<file path="config.mk">
export PLATFORM = sky130hd
export DESIGN_NAME = lfsr16
export DESIGN_NICKNAME = d
export VERILOG_FILES = /design/src/rtl/count_stream_pkg.sv /design/src/rtl/lfsr16.sv
export SDC_FILE = /design/constraint.sdc
export NUM_CORES = 1
export LEC_CHECK = 0
export CAP_MARGIN = 20
export CORE_MARGIN = 2
export CORE_UTILIZATION = 30
export DETAILED_ROUTE_END_ITERATION = 7
export GPL_TIMING_DRIVEN = 0
export HOLD_SLACK_MARGIN = 0.02
export MAX_ROUTING_LAYER = met4
export SETUP_SLACK_MARGIN = 0.3
export SLEW_MARGIN = 20
export SYNTH_ARGS = -nofsm -noshare
export SYNTH_HDL_FRONTEND = slang
export SYNTH_SLANG_ARGS = --single-unit
</file>
<file path="constraint.sdc">
create_clock -name clk -period 0.9 [get_ports clk]
set_clock_uncertainty 0.1 [all_clocks]
set_input_delay 0.09 -clock clk [delete_from_list [all_inputs] [get_ports clk]]
set_output_delay 0.09 -clock clk [all_outputs]
set_load 0.01 [all_outputs]
</file>
<file path="src/rtl/count_stream_pkg.sv">
`default_nettype none
// ============================================================================
//  Module   : count_stream_pkg
//  Purpose  : Shared widths, LFSR tap mask, checker state encoding and a
//             saturating-increment helper for the counter-stream checker.
//  Revision : 1.0  initial release
// ============================================================================
package count_stream_pkg;

    localparam int DATA_W = 32;

    localparam logic [DATA_W-1:0] c_ONE      = 1;
    localparam logic [DATA_W-1:0] c_ALL_ONES = '1;

    // Taps 16,14,13,11 of a right-shifting Fibonacci LFSR expressed as a mask
    // over state bits 0,2,3,5; feedback enters at bit 15.
    localparam logic [15:0] c_LFSR_TAPS = 16'h002D;

    typedef enum logic [1:0] {
        ST_IDLE = 2'd0,
        ST_RUN  = 2'd1,
        ST_HALT = 2'd2
    } state_t;

    function automatic logic [DATA_W-1:0] sat_inc(input logic [DATA_W-1:0] v);
        return (v == c_ALL_ONES) ? v : v + c_ONE;
    endfunction

endpackage
`default_nettype wire

</file>
<file path="src/rtl/lfsr16.sv">
`default_nettype none
// ============================================================================
//  Module   : lfsr16
//  Purpose  : 16-bit Fibonacci LFSR (taps 16,14,13,11), advances each cycle
//             i_en is high. Used for ready throttling.
//  Ports    : clk, rst (sync active-high), i_en, o_state[15:0]
//  Revision : 1.0  initial release
// ============================================================================
module lfsr16
    import count_stream_pkg::*;
#(
    parameter logic [15:0] SEED = 16'hACE1
) (
    input  wire logic        clk,
    input  wire logic        rst,
    input  wire logic        i_en,
    output logic      [15:0] o_state
);

    logic [15:0] r_state;

    always_ff @(posedge clk) begin
        if (rst) begin
            r_state <= SEED;
        end else if (i_en) begin
            r_state <= {^(r_state & c_LFSR_TAPS), r_state[15:1]};
        end
    end

    assign o_state = r_state;

endmodule
`default_nettype wire

</file>
## Yosys cells after proc, flatten, opt, wreduce, memory -nomap -nowiden

Cells that the tools add are included.

| storage, ports and cells | value |
|---|---|
| bits in registers | 16 |
| bits in latches | 0 |
| memory bits (writable) | 0 |
| memory bits (read-only) | 0 |
| bits of input ports | 3 |
| output and inout port bits | 16 |
| word-level logic and storage cells | 2 |
| memories | 0 |

| operators by class | value |
|---|---|
| add/subtract/negate cells | 0 |
| multiply operators | 0 |
| divide/modulo/power cells | 0 |
| magnitude comparators | 0 |
| eq/ne operators | 0 |
| shift operators | 0 |
| mux-type cells | 0 |
| bitwise logic cells | 0 |
| reductions and logical operators | 1 |

Operator list:

| kind | number |
|---|---|
| 16-bit parity | 1 |

## Depth between registers and ports, before layout

| logic depth | value |
|---|---|
| word-level depth | 1 |
| depth in mapped cells | 4 |
| depth with buffers taken out | 3 |

## Worst setup path after synthesis

OpenSTA, ideal clock, no wires.

| timing | value |
|---|---|
| kind | reg2reg |
| start | register r_state[2], in the netlist o_state[2] |
| end | register r_state[15], in the netlist o_state[15] |
| setup time | 0.126 ns |
| arrival | 0.759 ns |
| data required time | 0.674 ns |
| path slack | -0.085 ns |
| stages on the path, launching flop included | 4 |
| path buffers | 0 |
| clock period less this slack | 0.985 ns |
| cell sequence | dfxtp_1 > xnor2_1 > xnor2_1 > a31oi_1 |

| on the way | value |
|---|---|
| longest elaborated chain between the ends | 1 |

Ends and longest elaborated chain:

| item | line | source |
|---|---|---|
| from (decl) | lfsr16.sv:20 | `logic [15:0] r_state;` |
| from (signal assigned) | lfsr16.sv:26 | `r_state <= {^(r_state & c_LFSR_TAPS), r_state[15:1]};` |
| 16-bit parity | lfsr16.sv:26 |  |

No other way between the ends.
A chain may end at the register's enable or synchronous reset.

## Worst setup path after layout

| timing | value |
|---|---|
| start | register r_state[0], in the netlist o_state[0] |
| end | register r_state[15], in the netlist o_state[15] |

Same word-level chain as after synthesis.

==> flow_metrics.tcl <==
set metrics [dict create \
    hold_path_depth 3 \
    coreArea_sq_um 1920 \
    drt_iter0_markers 2 \
    fin_ws_ns -0.156 \
    fin_crit_sh_pct 117 \
    tightest_slew_ns 0.245 \
    htreeDepth 1 \
    crit_path_start_kind "flop" \
    die_w_microns 48.7 \
    grt_pass1_vias 488 \
    antenna_cells 0 \
    cts_root_buf "clkbuf_4" \
    cts_tree "built" \
    layout_common_cells "buf_6 (29), mux2i_1 (15), dfxtp_2 (13)" \
    worstPathRequired_ns 0.97 \
    synth.cell_area_sq_um 599 \
    die_area_sq_um 2370 \
    chipHeight_microns 48.7 \
    avgSynthCellArea_sq_um 10.9 \
    final_net_count 96 \
    drive_above_1_share_pct 63.0 \
    reg2reg_to "o_state[15]$_SDFFE_PP1P_" \
    gr-total-overflow 0 \
    vias 505 \
    grt_usage_pct 13.0 \
    holdPathEnd "o_state[2]$_SDFFE_PP0P_" \
    r2r_start "o_state[0]$_SDFFE_PP1P_" \
    crit_path_end_kind "flop" \
    yosys_warnings 0 \
    rsz0062_at_grt "true" \
    hold_viol 3 \
    clkLatencyLatePin_ns 0.28 \
    area_growth_pct 83.9 \
    synth-seq-cells 16 \
    relSlewSlack_pct 83.6 \
    largest_register_ffs 16 \
    viasPerCell 4.24 \
    port_buffers 16 \
    clock-sinks 16 \
    grt_max_degree 11 \
    irDropWorstVdd_mv 0.961 \
    r2r_cells 4 \
    cts.path.max_buffers 2 \
    synth.distinct_cells 11 \
    violations "hold timing, setup timing" \
    mostFrequentLayoutCell "buf_6" \
    hold_class "input pin to flop" \
    fin_worst_hold_slack_ns -0.00746 \
    ioPinCount 19 \
    place.gp.congestion 0.630 \
    drc_errors 0 \
    antenna_found_initial 0 \
    synth_nets 58 \
    status "finished, violations left" \
    period_needed_ns 1.06 \
    grt_pass1_wl_mm 2.21 \
    path_max_fanout 2 \
    nFillCells 185 \
    antenna_left 0 \
    fin_cells 119 \
    fp-row-count 16 \
    hold_start "i_en" \
    cts_made_buffers 3 \
    clk_pin_slew_worst_paths_ns 0.09 \
    initial_core_util_pct 31.2 \
    wl_mm 1.32 \
    place_inst 98 \
    finalMaxSlewViolations 0 \
    syn-instance-count 55 \
    crit_type "flop to flop" \
    maxCapViolCount 0 \
    firstDrtPassIters 4 \
    finalSetupViolations 19 \
    routedWlPerCell_microns 11.1 \
    p_leak_nw 0.521 \
    finalPower_mw 1.64 \
    fmax_mhz 947 \
    worstPathArrival_ns 1.13 \
    rrSetupSlack_ns -0.16 \
    power_density_nw_per_um2 1490 \
    ys_seq_area_share_pct 53.4 \
]
[Yosys cell counts (all sizes together)]
cell | instances | area share [%]
xnor2 | 3 | 4.4
dfxtp | 16 | 53
nor3 | 1 | 0.83
mux2i | 15 | 25
nand2 | 7 | 4.4
nor2 | 8 | 5.0
a31oi | 1 | 1.0
clkbuf | 1 | 0.83
buf | 2 | 4.4
inv | 1 | 0.63
[power breakdown]
part	switching [mW]	internal (mW)
sequential	0.0442	0.759
combinational	0.127	0.244
clock	0.221	0.246
[per-stage QoR]
| stage | util [%] | instance area, sq um | setup TNS [ns] | setup slack [ns] |
|---|---|---|---|---|
| 6_report | 57.4 | 1100 | -0.823 | -0.156 |
| 5_1_grt | 57.4 | 1100 | -1.74 | -0.195 |
| 4_1_cts | 56.3 | 1080 | -1.12 | -0.164 |
| 3_5_place_dp | 43.4 | 833 | -2.67 | -0.184 |
| 3_3_place_gp | 43.4 | 833 | -2.64 | -0.180 |
| 2_1_floorplan | - | 639 | -0.0218 | -0.0218 |
[layout make-up]
type | instances | area (sq um) | area share (%)
plain buffers | 3 | 40.0 | 3.63
inverters | 1 | 3.75 | 0.341
well taps | 27 | 33.8 | 3.06
clock buffers | 4 | 36.3 | 3.29
repair buffers | 33 | 382 | 34.6
multi-input cells | 35 | 259 | 23.5
flip-flops and latches | 16 | 348 | 31.6
[worst max-delay path by stage]
stage	from	to	slack (ns)	depth (start not counted)
2_1_floorplan	o_state[5]$_SDFFE_PP1P_	o_state[15]$_SDFFE_PP1P_	-0.02	3
4_1_cts	o_state[3]$_SDFFE_PP0P_	o_state[15]$_SDFFE_PP1P_	-0.16	4
3_5_place_dp	o_state[14]$_SDFFE_PP0P_	o_state[14]	-0.18	1
6_report	o_state[0]$_SDFFE_PP1P_	o_state[15]$_SDFFE_PP1P_	-0.16	4
5_1_grt	o_state[0]$_SDFFE_PP1P_	o_state[15]$_SDFFE_PP1P_	-0.20	4
3_3_place_gp	o_state[5]$_SDFFE_PP1P_	o_state[5]	-0.18	1
[timing repair]
action | in CTS | in global routing
setup endpoints to repair | 32 | 32
gates resized for setup | 99 | 3
pin swaps | 7 | 4
cloned | 0 | 0
hold endpoints to repair | 7 | 4
setup buffers | 16 | 1
[layer usage]
| metal | track usage [%] | share of wire, % |
|---|---|---|
| met1 | 15.3 | 45 |
| met2 | 18.9 | 48 |
| met3 | 3.09 | 4.5 |
| met4 | 10.0 | 2.3 |
| met5 | - | 0 |
[cell families (layout without fill, tap and decap cells)]
logic type / after synthesis / after routing / synth area share [%]
AO/OA/AOI/OAI: 1 / 1 / 1.04
XOR/XNOR: 3 / 3 / 4.38
buffers and inverters: 4 / 41 / 5.84
flip-flops: 16 / 16 / 53.4
multiplexers: 15 / 15 / 25.1
AND/OR/NAND/NOR: 16 / 16 / 10.2
[critical path, cell delays in order (launching register included)]
cell and delay [ns]:
dfxtp_2 0.35, buf_12 0.12, xnor2_2 0.13, xnor2_1 0.16
a31oi_1 0.09
No activity file was read; power rests on OpenSTA's default activity.
